==> src/rtl/jtkiwi_gfx_arb.sv <==
// Graphics ROM slot arbiter: serialises tile (scr) and sprite (obj) fetches onto one SDRAM port.
// Optional JTKIWI_ARB_STATS_EN: st_dout counts cycles a request waited on the other owner.
module jtkiwi_gfx_arb #(
   parameter int AW          = 18,
   parameter int DW          = 32,
   parameter int HB_OBJ_PRIO = 1
) (
   input  logic          rst,
   input  logic          clk,
   input  logic          LHBL,
   input  logic [AW-1:0] scr_addr,
   input  logic          scr_cs,
   output logic [DW-1:0] scr_data,
   output logic          scr_ok,
   input  logic [AW-1:0] obj_addr,
   input  logic          obj_cs,
   output logic [DW-1:0] obj_data,
   output logic          obj_ok,
   output logic [AW-1:0] rom_addr,
   output logic          rom_cs,
   input  logic [DW-1:0] rom_data,
   input  logic          rom_ok,
   output logic [7:0]    st_dout
);

   // state  | meaning
   // IDLE   | no owner, pick a winner among pending requests
   // SETTLE | first cycle of rom_cs, rom_ok still reflects the old address
   // WAIT   | waiting for rom_ok, aborted if the owner changes its request
   // HOLD   | data delivered, ok held until the owner releases
   typedef enum logic [1:0] {IDLE, SETTLE, WAIT, HOLD} state_t;

   state_t        state_q, state_d;
   logic          owner_q, owner_d;   // 0 = scr, 1 = obj
   logic          last_q, last_d;
   logic [AW-1:0] rom_addr_q, rom_addr_d;
   logic          rom_cs_q, rom_cs_d;
   logic [DW-1:0] scr_data_q, scr_data_d, obj_data_q, obj_data_d;
   logic          scr_ok_q, scr_ok_d, obj_ok_q, obj_ok_d;

   logic          any_cs, win_obj, own_cs, own_match;
   logic [AW-1:0] own_addr;

   assign any_cs    = scr_cs | obj_cs;
   assign win_obj   = (scr_cs & obj_cs) ? (((HB_OBJ_PRIO != 0) && !LHBL) ? 1'b1 : ~last_q)
                                        : obj_cs;
   assign own_cs    = owner_q ? obj_cs : scr_cs;
   assign own_addr  = owner_q ? obj_addr : scr_addr;
   assign own_match = own_cs && (own_addr == rom_addr_q);

   always_ff @(posedge clk or posedge rst) begin
      if (rst) begin
         state_q    <= IDLE;
         owner_q    <= 1'b0;
         last_q     <= 1'b1;
         rom_addr_q <= '0;
         rom_cs_q   <= 1'b0;
         scr_data_q <= '0;
         obj_data_q <= '0;
         scr_ok_q   <= 1'b0;
         obj_ok_q   <= 1'b0;
      end else begin
         state_q    <= state_d;
         owner_q    <= owner_d;
         last_q     <= last_d;
         rom_addr_q <= rom_addr_d;
         rom_cs_q   <= rom_cs_d;
         scr_data_q <= scr_data_d;
         obj_data_q <= obj_data_d;
         scr_ok_q   <= scr_ok_d;
         obj_ok_q   <= obj_ok_d;
      end
   end

   always_comb begin
      state_d = state_q;
      owner_d = owner_q;
      last_d  = last_q;
      case (state_q)
         IDLE: if (any_cs) begin
            owner_d = win_obj;
            state_d = SETTLE;
         end
         SETTLE: state_d = WAIT;
         WAIT: begin
            if (!own_match) begin
               last_d  = owner_q;
               state_d = IDLE;
            end else if (rom_ok) begin
               state_d = HOLD;
            end
         end
         HOLD: if (!own_match) begin
            last_d  = owner_q;
            state_d = IDLE;
         end
         default: state_d = IDLE;
      endcase
   end

   always_comb begin
      rom_addr_d = rom_addr_q;
      rom_cs_d   = rom_cs_q;
      scr_data_d = scr_data_q;
      obj_data_d = obj_data_q;
      scr_ok_d   = scr_ok_q;
      obj_ok_d   = obj_ok_q;
      case (state_q)
         IDLE: begin
            rom_cs_d = any_cs;
            if (any_cs) rom_addr_d = win_obj ? obj_addr : scr_addr;
         end
         WAIT: begin
            if (!own_match) begin
               rom_cs_d = 1'b0;
            end else if (rom_ok) begin
               if (owner_q) begin
                  obj_data_d = rom_data;
                  obj_ok_d   = 1'b1;
               end else begin
                  scr_data_d = rom_data;
                  scr_ok_d   = 1'b1;
               end
            end
         end
         HOLD: if (!own_match) begin
            rom_cs_d = 1'b0;
            scr_ok_d = 1'b0;
            obj_ok_d = 1'b0;
         end
         default: ;
      endcase
   end

   assign rom_addr = rom_addr_q;
   assign rom_cs   = rom_cs_q;
   assign scr_data = scr_data_q;
   assign obj_data = obj_data_q;
   assign scr_ok   = scr_ok_q;
   assign obj_ok   = obj_ok_q;

`ifdef JTKIWI_ARB_STATS_EN
   logic       lhbl_q;
   logic [7:0] stat_q, stat_d;
   logic       nonown_cs;

   assign nonown_cs = owner_q ? scr_cs : obj_cs;

   // Clear wins over counting so the fresh line starts from zero.
   always_comb begin
      stat_d = stat_q;
      if (lhbl_q && !LHBL)
         stat_d = '0;
      else if (state_q != IDLE && nonown_cs && stat_q != 8'hFF)
         stat_d = stat_q + 8'd1;
   end

   always_ff @(posedge clk or posedge rst) begin
      if (rst) begin
         lhbl_q <= 1'b0;
         stat_q <= '0;
      end else begin
         lhbl_q <= LHBL;
         stat_q <= stat_d;
      end
   end

   assign st_dout = stat_q;
`else
   assign st_dout = '0;
`endif

endmodule

==> config.mk <==
export PLATFORM = sky130hd
export DESIGN_NAME = jtkiwi_gfx_arb
export DESIGN_NICKNAME = d
export VERILOG_FILES = /design/src/rtl/jtkiwi_gfx_arb.sv
export SDC_FILE = /design/constraint.sdc
export NUM_CORES = 1
export LEC_CHECK = 0
export BUFFER_PORTS_ARGS = -buffer_cell sky130_fd_sc_hd__buf_4
export CAP_MARGIN = 20
export CORE_ASPECT_RATIO = 1.4
export CORE_MARGIN = 2
export CORE_UTILIZATION = 44
export DETAILED_ROUTE_END_ITERATION = 16
export PLACE_DENSITY = 0.77
export SKIP_CTS_REPAIR_TIMING = 1
export SYNTH_ARGS = -nofsm -noshare
export SYNTH_HDL_FRONTEND = slang
export SYNTH_SLANG_ARGS = --single-unit
==> constraint.sdc <==
create_clock -name clk -period 3.36 [get_ports clk]
set_input_delay 1.008 -clock clk [delete_from_list [all_inputs] [get_ports clk]]
set_output_delay 1.008 -clock clk [all_outputs]
set_load 0.1 [all_outputs]
-- Word-level counts from Yosys, hierarchy flattened
Cells that the tools add are included.
- $add $sub $neg: 0
- multipliers: 0
- div/mod/pow operators: 0
- magnitude comparators: 0
- eq/ne operators: 12
- shift-type cells: 0
- mux-type cells: 20
- bitwise gates (word level): 5
- reduce and logical (&&, ||, !) cells: 13
- operator list (cell ; number):
    $mux W18 ; 2
    $eq A18 B18 Y1 ; 1
    $ne A2 B2 Y1 const B ; 7
    $mux W1 ; 10
    $reduce_and A5 Y1 ; 2
    $mux W2 ; 4
    $pmux W2 S4 ; 1
    $reduce_and A4 Y1 ; 2
    $pmux W1 S2 ; 3
    $reduce_and A2 Y1 ; 3
    $eq A2 B2 Y1 const B ; 2
    $reduce_bool A2 Y1 ; 2
    $ne A3 B3 Y1 const B ; 1
    $not A1 Y1 ; 3
    $reduce_and A3 Y1 ; 1
    $eq A2 B1 Y1 const B ; 1
    $logic_not A2 Y1 ; 1
    $reduce_or A2 Y1 ; 1
    $and A1 B1 Y1 ; 1
    $logic_and A1 B1 Y1 ; 1
    $or A1 B1 Y1 ; 1
- bits in registers: 89
- bits in latches: 0
- bits in writable memories: 0
- memory bits (read-only): 0
- input bits: 74
- output and inout port bits: 93
- word-level logic and storage cells: 59
- memories: 0

-- Longest topological paths before layout
Gate-level depths: netlist of run 1.
- depth in word-level cells: 5
- mapped depth: 10
- gate-level depth less buffers: 6

-- Worst setup path before layout of run 1
No wires, ideal clock.
- path kind: input to register
- from: input obj_addr[4]
- to: register scr_data_q[0] (netlist: scr_data[0])
- library setup time: 0.125 ns
- data arrival time: 2.740 ns
- required time: 3.235 ns
- slack: 0.495 ns
- cell stages on the path: 8
- path buffers: 2
- cells stage by stage: mux2i_1 xnor2_1 nor4_1 nand4_2 or3_1 buf_2 buf_6 mux2_4
- longest elaborated chain between the ends: 4
- ends and longest elaborated chain (element ; RTL line ; RTL):
    start: declaration ; 15 ; input logic [AW-1:0] obj_addr,
    $mux W18 ; 48 ; assign own_addr = owner_q ? obj_addr : scr_addr;
    $eq A18 B18 Y1 ; 49 ; assign own_match = own_cs && (own_addr == rom_addr_q);
    $logic_and A1 B1 Y1 ; 49 ;
    $reduce_and A4 Y1 (no source line) ; -- ;
    end signal: assignment ; 68 ; scr_data_q <= scr_data_d;
    end: declaration ; 38 ; logic [DW-1:0] scr_data_q, scr_data_d, obj_data_q, obj_data_d;
No other way between the ends.
A chain may end at the register's enable or synchronous reset.

-- Worst setup path in the final report of run 1
- from: register owner_q
- to: register scr_data_q[23] (netlist: scr_data[23])
- longest elaborated chain between the ends: 4
- elaborated cells between the ends (all ways): 6
- classes of those cells: eq/ne (1); mux (2); bitwise (1); reduce/logical (2)
- ends and longest elaborated chain (element ; RTL line ; RTL):
    start: declaration ; 34 ; logic owner_q, owner_d;
    start signal: assignment ; 64 ; owner_q <= owner_d;
    $mux W18 ; 48 ;
    $eq A18 B18 Y1 ; 49 ;
    $logic_and A1 B1 Y1 ; 49 ;
    $reduce_and A4 Y1 (no source line) * ; -- ;
Every way passes the cells marked *; elsewhere a longest branch is shown, timed or not.

==> key figures, run 1 <==
Critical path
  • CP dominant cell by count: buf_4
  • CP Class: flip-flop to flip-flop
  • Slowest cell on crit path: dfrtp_1
  • R2R Setup Slk: 0.45 ns
  • Crit Path Max Fanout: 11
  • Worst Setup SP: owner_q
  • Setup crit end kind: flip-flop
  • Critical path required time: 3.58 ns
  • FF-to-FF Start: owner_q
  • Critical path arrival: 3.13 ns
  • Critical Path, Cell by Cell: buf_4 > mux2i_1 > xnor2_1 > nor4_2 > nand4_2 > or3_2 > buf_4 > mux2_4
  • Critical path launch point type: flip-flop
  • CP max stage delay: 0.64 ns

Floorplanning
  • Core box area: 9350 sq um
  • IO Count: 167
  • Die Wd: 86.2 um
  • Die Area: 10,300 sq um
  • Rows: 42
  • Die span in y: 119 um
  • Initial core utilization: 44.5%

Flow run
  • Max Cap Viol: 0

GRT
  • Total GRT Usage: 19.3%
  • Largest net degree at the start of global routing: 55
  • Gr ovfl total: 0
  • Number of antenna violations at the first check in global routing: 0
  • Vias in the first global route: 3,177
  • First-pass GRT wire length: 15.5 mm

Timing
  • Slew headroom: 56.2%
  • Least-Margin Pin Slew: 0.656 ns
  • Final hold violation count: 0
  • RSZ-0062 raised after global routing: no
  • Max-slew violation count: 0
  • Clock period minus worst slack: 2.91 ns
  • Final worst slack: 0.452 ns
  • Period utilization: 86.5%
  • Setup Viol. Count Final: 0
  • Setup Skew: 0.00507 ns
  • Hold WS: 0.489 ns
  • Setup TNS Final: 0 ns
  • Maximum clock rate: 0.344 GHz

Synth
  • Prevailing post-synth register cell: dfrtp_1
  • Post-Syn Area: 4160 sq um
  • Yosys reg bits: 89
  • Yosys warning total: 0
  • Mapped Cells: 308
  • Synth unique cells: 35
  • Number of synthesized flops with an enable pin: 0
  • Register area share after synthesis: 53.5%
  • Synth Area per Inst: 13.5 sq um
  • Ys async rst share: 100%

CTS
  • Depth of the CTS H-tree: 3
  • Clock Tree Buf Depth: 2
  • CTS tree: yes
  • Clock root cell: clkbuf_16
  • Reg clk slew, reported paths: 0.06 ns
  • Total CTS buffers: 9
  • Worst skew pair latency: 0.33 ns
  • Sinks on Clock Net: 89

Detailed routing
  • Vias/cell: 5.12
  • Pre-antenna DRT Iters: 4
  • Total number of vias: 2,988
  • Drt drc: 0
  • Avg WL per Cell: 16.3 um
  • Final WL: 9.52 mm
  • Post-DRT Antenna Nets: 0
  • Detailed Route Iter0 Violations: 110

Cells and area
  • Layout cells sized above 1: 54.0%
  • Diodes inserted: 0
  • Area growth syn-to-layout: 38.3%
  • NumNets Final: 543
  • Final Instance Area: 5760 sq um
  • Commonest non-fill, non-tap cell in the layout: buf_4
  • Most frequent cells in the layout: 165 x buf_4, 88 x dfrtp_1, 35 x mux2i_1

Outcome
  • Status: complete, no violations

Placement
  • GPL Wtd Cong: 0.809
  • Post-DP HPWL: 7.07 mm
  • Post-place setup slack: 0.120 ns
  • Post-DP Area: 5470 sq um
  • IO buf count: 158

Pwr
  • Maximum vdd drop: 0.367 mV
  • LEAKAGE: 3.12 nW
  • Power density cells: 720 nW/um^2

Hold path
  • Min-delay src: obj_data[29]
  • Hold WC Path Type: flip-flop to flip-flop
sequential cells by signal (all words and copies together) (netlist names):
name / flops
last_q: 1
owner_q: 1
rom_cs: 1
scr_ok: 1
rom_addr: 18
scr_data: 32
obj_data: 32
state_q: 2
obj_ok: 1
layer usage:
metal	GRT usage (%)	part of all wire, %	vias up
met5	0	0	-
met4	6.15	2.2	0
met3	6.38	6.6	21
met2	32.5	52	108
met1	23.2	39	1472
li1	-	-	1387
cells by family after synthesis:
kind of cell    synth area share, %
other cells                  0.0901
mux                            29.0
simple gates                   5.20
compound gates                 4.00
flops                          53.5
xor+xnor                       4.00
buf+inv                        4.18
path summary, 6_finish.rpt:
path                           endpoint  depth (start not counted)
max in group asynchronous        last_q                          3
hold / removal             obj_data[29]                          1
hold reg to reg            obj_data[29]                          1
min in group asynchronous  obj_data[25]                          2
setup / recovery           scr_data[23]                          8
setup reg to reg           scr_data[23]                          8
synth_stat cells, types with 2 or more instances:
cell      count  area [sq um]
nand2_1       3          11.3
mux2i_1      35           350
o21ai_0       2          10.0
nand3_1       4          20.0
buf_6         5          56.3
a31o_2        2          17.5
inv_1         2          7.51
mux2_4       30           450
dfrtp_1      88          2200
nor3_1        3          15.0
xor2_1        5          43.8
a21oi_1      18          90.1
buf_2         4          20.0
a21boi_0      2          15.0
buf_4         8          60.1
xnor2_1      14           123
mux2_2       33           372
a211o_1       2          17.5
mux2_1        3          33.8
clkbuf_1      8          30.0
nor2_1       23          86.3
layout make-up:
type	instances	area [sq um]
fillers	772	3600
flip-flops and latches	89	2230
multi-input cells	199	1800
repair buffers	168	1300
clock buffers	12	256
well taps	110	138
clock inverters	4	27.5
inverters	2	8.76
critical path, delay by kind of cell (launching register included):
kind,cells,cell delay [ns]
and+or+nand+nor,3,1.01
xor gates and xnor gates,1,0.11
DFF,1,0.64
muxes,2,0.55
buffers and inverters,2,0.49
through the flow:
stage	total power, mW	cells	util (%)
after global routing	4.34	584	61.5
after detailed placement	3.23	568	58.5
after floorplan	2.81	315	-
final	4.15	584	61.5
after CTS	4.18	584	61.5
after global placement	3.20	568	58.5
report_power, final:
group          switching, mW  internal (mW)
sequential             0.168           1.21
clock                  0.399          0.542
combinational           1.30          0.524
total                   1.87           2.28
Power figures use the tool's default switching activity.
==> inputs of run 2 (changes only) <==
MAX_ROUTING_LAYER = met4   (was default)
==> key figures, run 2 (synthesis results as in run 1) <==
Floorplanning
  • Initial core utilization: 44.5% (unchanged)
  • IO Count: 167 (unchanged)
  • Die Wd: 86.2 um (unchanged)
  • Rows: 42 (unchanged)
  • Die Area: 10,300 sq um (unchanged)
  • Core box area: 9350 sq um (unchanged)
  • Die span in y: 119 um (unchanged)

Timing
  • Maximum clock rate: 0.343 GHz (-0.13%)
  • Hold WS: 0.489 ns (-0.00000200 ns)
  • RSZ-0062 raised after global routing: no
  • Max-slew violation count: 0 (unchanged)
  • Final hold violation count: 0 (unchanged)
  • Setup TNS Final: 0 ns (unchanged)
  • Slew headroom: 56.1% (-0.11 points)
  • Least-Margin Pin Slew: 0.657 ns (+0.00161 ns)
  • Clock period minus worst slack: 2.91 ns (+0.00383 ns)
  • Period utilization: 86.7% (+0.11 points)
  • Setup Skew: 0.00516 ns (+0.0000878 ns)
  • Setup Viol. Count Final: 0 (unchanged)
  • Final worst slack: 0.448 ns (-0.00383 ns)

Critical path
  • CP Class: flip-flop to flip-flop
  • Critical path required time: 3.58 ns (about the same)
  • Setup crit end kind: flip-flop
  • Critical path arrival: 3.13 ns (about the same)
  • Critical path launch point type: flip-flop
  • R2R Setup Slk: 0.45 ns (about the same)
  • Crit Path Max Fanout: 11 (unchanged)

Pwr
  • Int Pwr: 2.28 mW (about the same)
  • LEAKAGE: 3.12 nW (unchanged)
  • Psw: 1.87 mW (about the same)
  • Maximum vdd drop: 0.369 mV (+0.62%)
  • Power density cells: 721 nW/um^2 (about the same)
  • Sequential share of power: 33.3% (about the same)
  • Comb power frac: 44.0% (about the same)
  • Final Total Pwr: 4.15 mW (about the same)
  • Clock power frac: 22.7% (about the same)
  • Net Sw Frac: 45.1% (about the same)

Cells and area
  • Most frequent cells in the layout: 165 x buf_4, 88 x dfrtp_1, 35 x mux2i_1
  • NumNets Final: 543 (unchanged)
  • Commonest non-fill, non-tap cell in the layout: buf_4
  • Area of the multi-input gates: 1800 sq um (unchanged)
  • Diodes inserted: 0 (unchanged)
  • Layout cells sized above 1: 54.0% (unchanged)
  • Area growth syn-to-layout: 38.3% (unchanged)
  • Register area: 2230 sq um (unchanged)
  • Fillers: 772 (unchanged)

CTS
  • Total CTS buffers: 9 (unchanged)
  • Depth of the CTS H-tree: 3 (unchanged)
  • Reg clk slew, reported paths: 0.06 ns (about the same)
  • Clock root cell: clkbuf_16
  • Sinks on Clock Net: 89 (unchanged)
  • Worst skew pair latency: 0.33 ns (about the same)
  • Clock Tree Buf Depth: 2 (unchanged)
  • CTS tree: yes

Detailed routing
  • Drt drc: 0 (unchanged)
  • Avg WL per Cell: 16.3 um (about the same)
  • Final WL: 9.53 mm (about the same)
  • Post-DRT Antenna Nets: 0 (unchanged)
  • Detailed Route Iter0 Violations: 118 (+7.3%)
  • Vias/cell: 5.11 (about the same)
  • Total number of vias: 2,987 (-0.033%)
  • Pre-antenna DRT Iters: 4 (unchanged)

Placement
  • GPL Wtd Cong: 0.821 (+1.5%)
  • Post-DP HPWL: 7.07 mm (unchanged)
  • IO buf count: 158 (unchanged)
  • Post-place setup slack: 0.120 ns (unchanged)

Outcome
  • Status: complete, no violations

Hold path
  • Hold WC Path Type: flip-flop to flip-flop

GRT
  • Vias in the first global route: 3,184 (+0.22%)
  • Gr ovfl total: 0 (unchanged)
  • First-pass GRT wire length: 15.5 mm (-0.41%)
  • Total GRT Usage: 19.8% (+0.51 points)
  • Largest net degree at the start of global routing: 55 (unchanged)
  • Number of antenna violations at the first check in global routing: 0 (unchanged)

Flow run
  • Max Cap Viol: 0 (unchanged)
run 2: power groups by stage:
stage | Combinational, mW | Clock [mW] | Sequential [mW]
after floorplan | 0.663 | 0 | 2.15
after global placement | 1.81 | 0 | 1.39
after detailed placement | 1.83 | 0 | 1.40
after CTS | 1.83 | 0.966 | 1.38
after global routing | 1.92 | 1.02 | 1.40
final | 1.82 | 0.943 | 1.38
run 2: layout make-up:
| type | count | share of cell area, % |
|---|---|---|
| sequential | 89 | 38.7 |
| multi-input combinational | 199 | 31.2 |
| timing repair buffer | 168 | 22.6 |
| clock buffer | 12 | 4.46 |
| tap | 110 | 2.39 |
| clock inverter | 4 | 0.478 |
| inverter | 2 | 0.152 |
run 2: path summary, 6_finish.rpt:
kind	startpoint	end	cells past startpoint
setup / recovery	owner_q	scr_data[21]	8
hold / removal	obj_data[29]	obj_data[29]	1
setup reg to reg	owner_q	scr_data[21]	8
hold reg to reg	obj_data[29]	obj_data[29]	1
max in group asynchronous	rst	last_q	3
min in group asynchronous	rst	obj_data[25]	2
run 2: metal layers:
layer | up-vias | GRT usage (%) | wire (um)
met5 | - | - | 0
met4 | 0 | 6.15 | 195
met3 | 18 | 5.20 | 481
met2 | 102 | 32.4 | 4990
met1 | 1480 | 23.9 | 3860
li1 | 1387 | - | -
run 2: metrics by stage:
| step | area (sq um) | utilization (%) | std cells |
|---|---|---|---|
| floorplan | 4190 | - | 315 |
| global placement | 5470 | 58.5 | 568 |
| detailed placement | 5470 | 58.5 | 568 |
| CTS | 5760 | 61.5 | 584 |
| global route | 5760 | 61.5 | 584 |
| finish | 5760 | 61.5 | 584 |
run 2: critical path, cell delays in order, from the launching register on:
cell and delay (ns):
dfrtp_1 0.64, buf_4 0.26, mux2i_1 0.24, xnor2_1 0.11
nor4_2 0.31, nand4_2 0.14, or3_2 0.56, buf_4 0.23
mux2_4 0.31
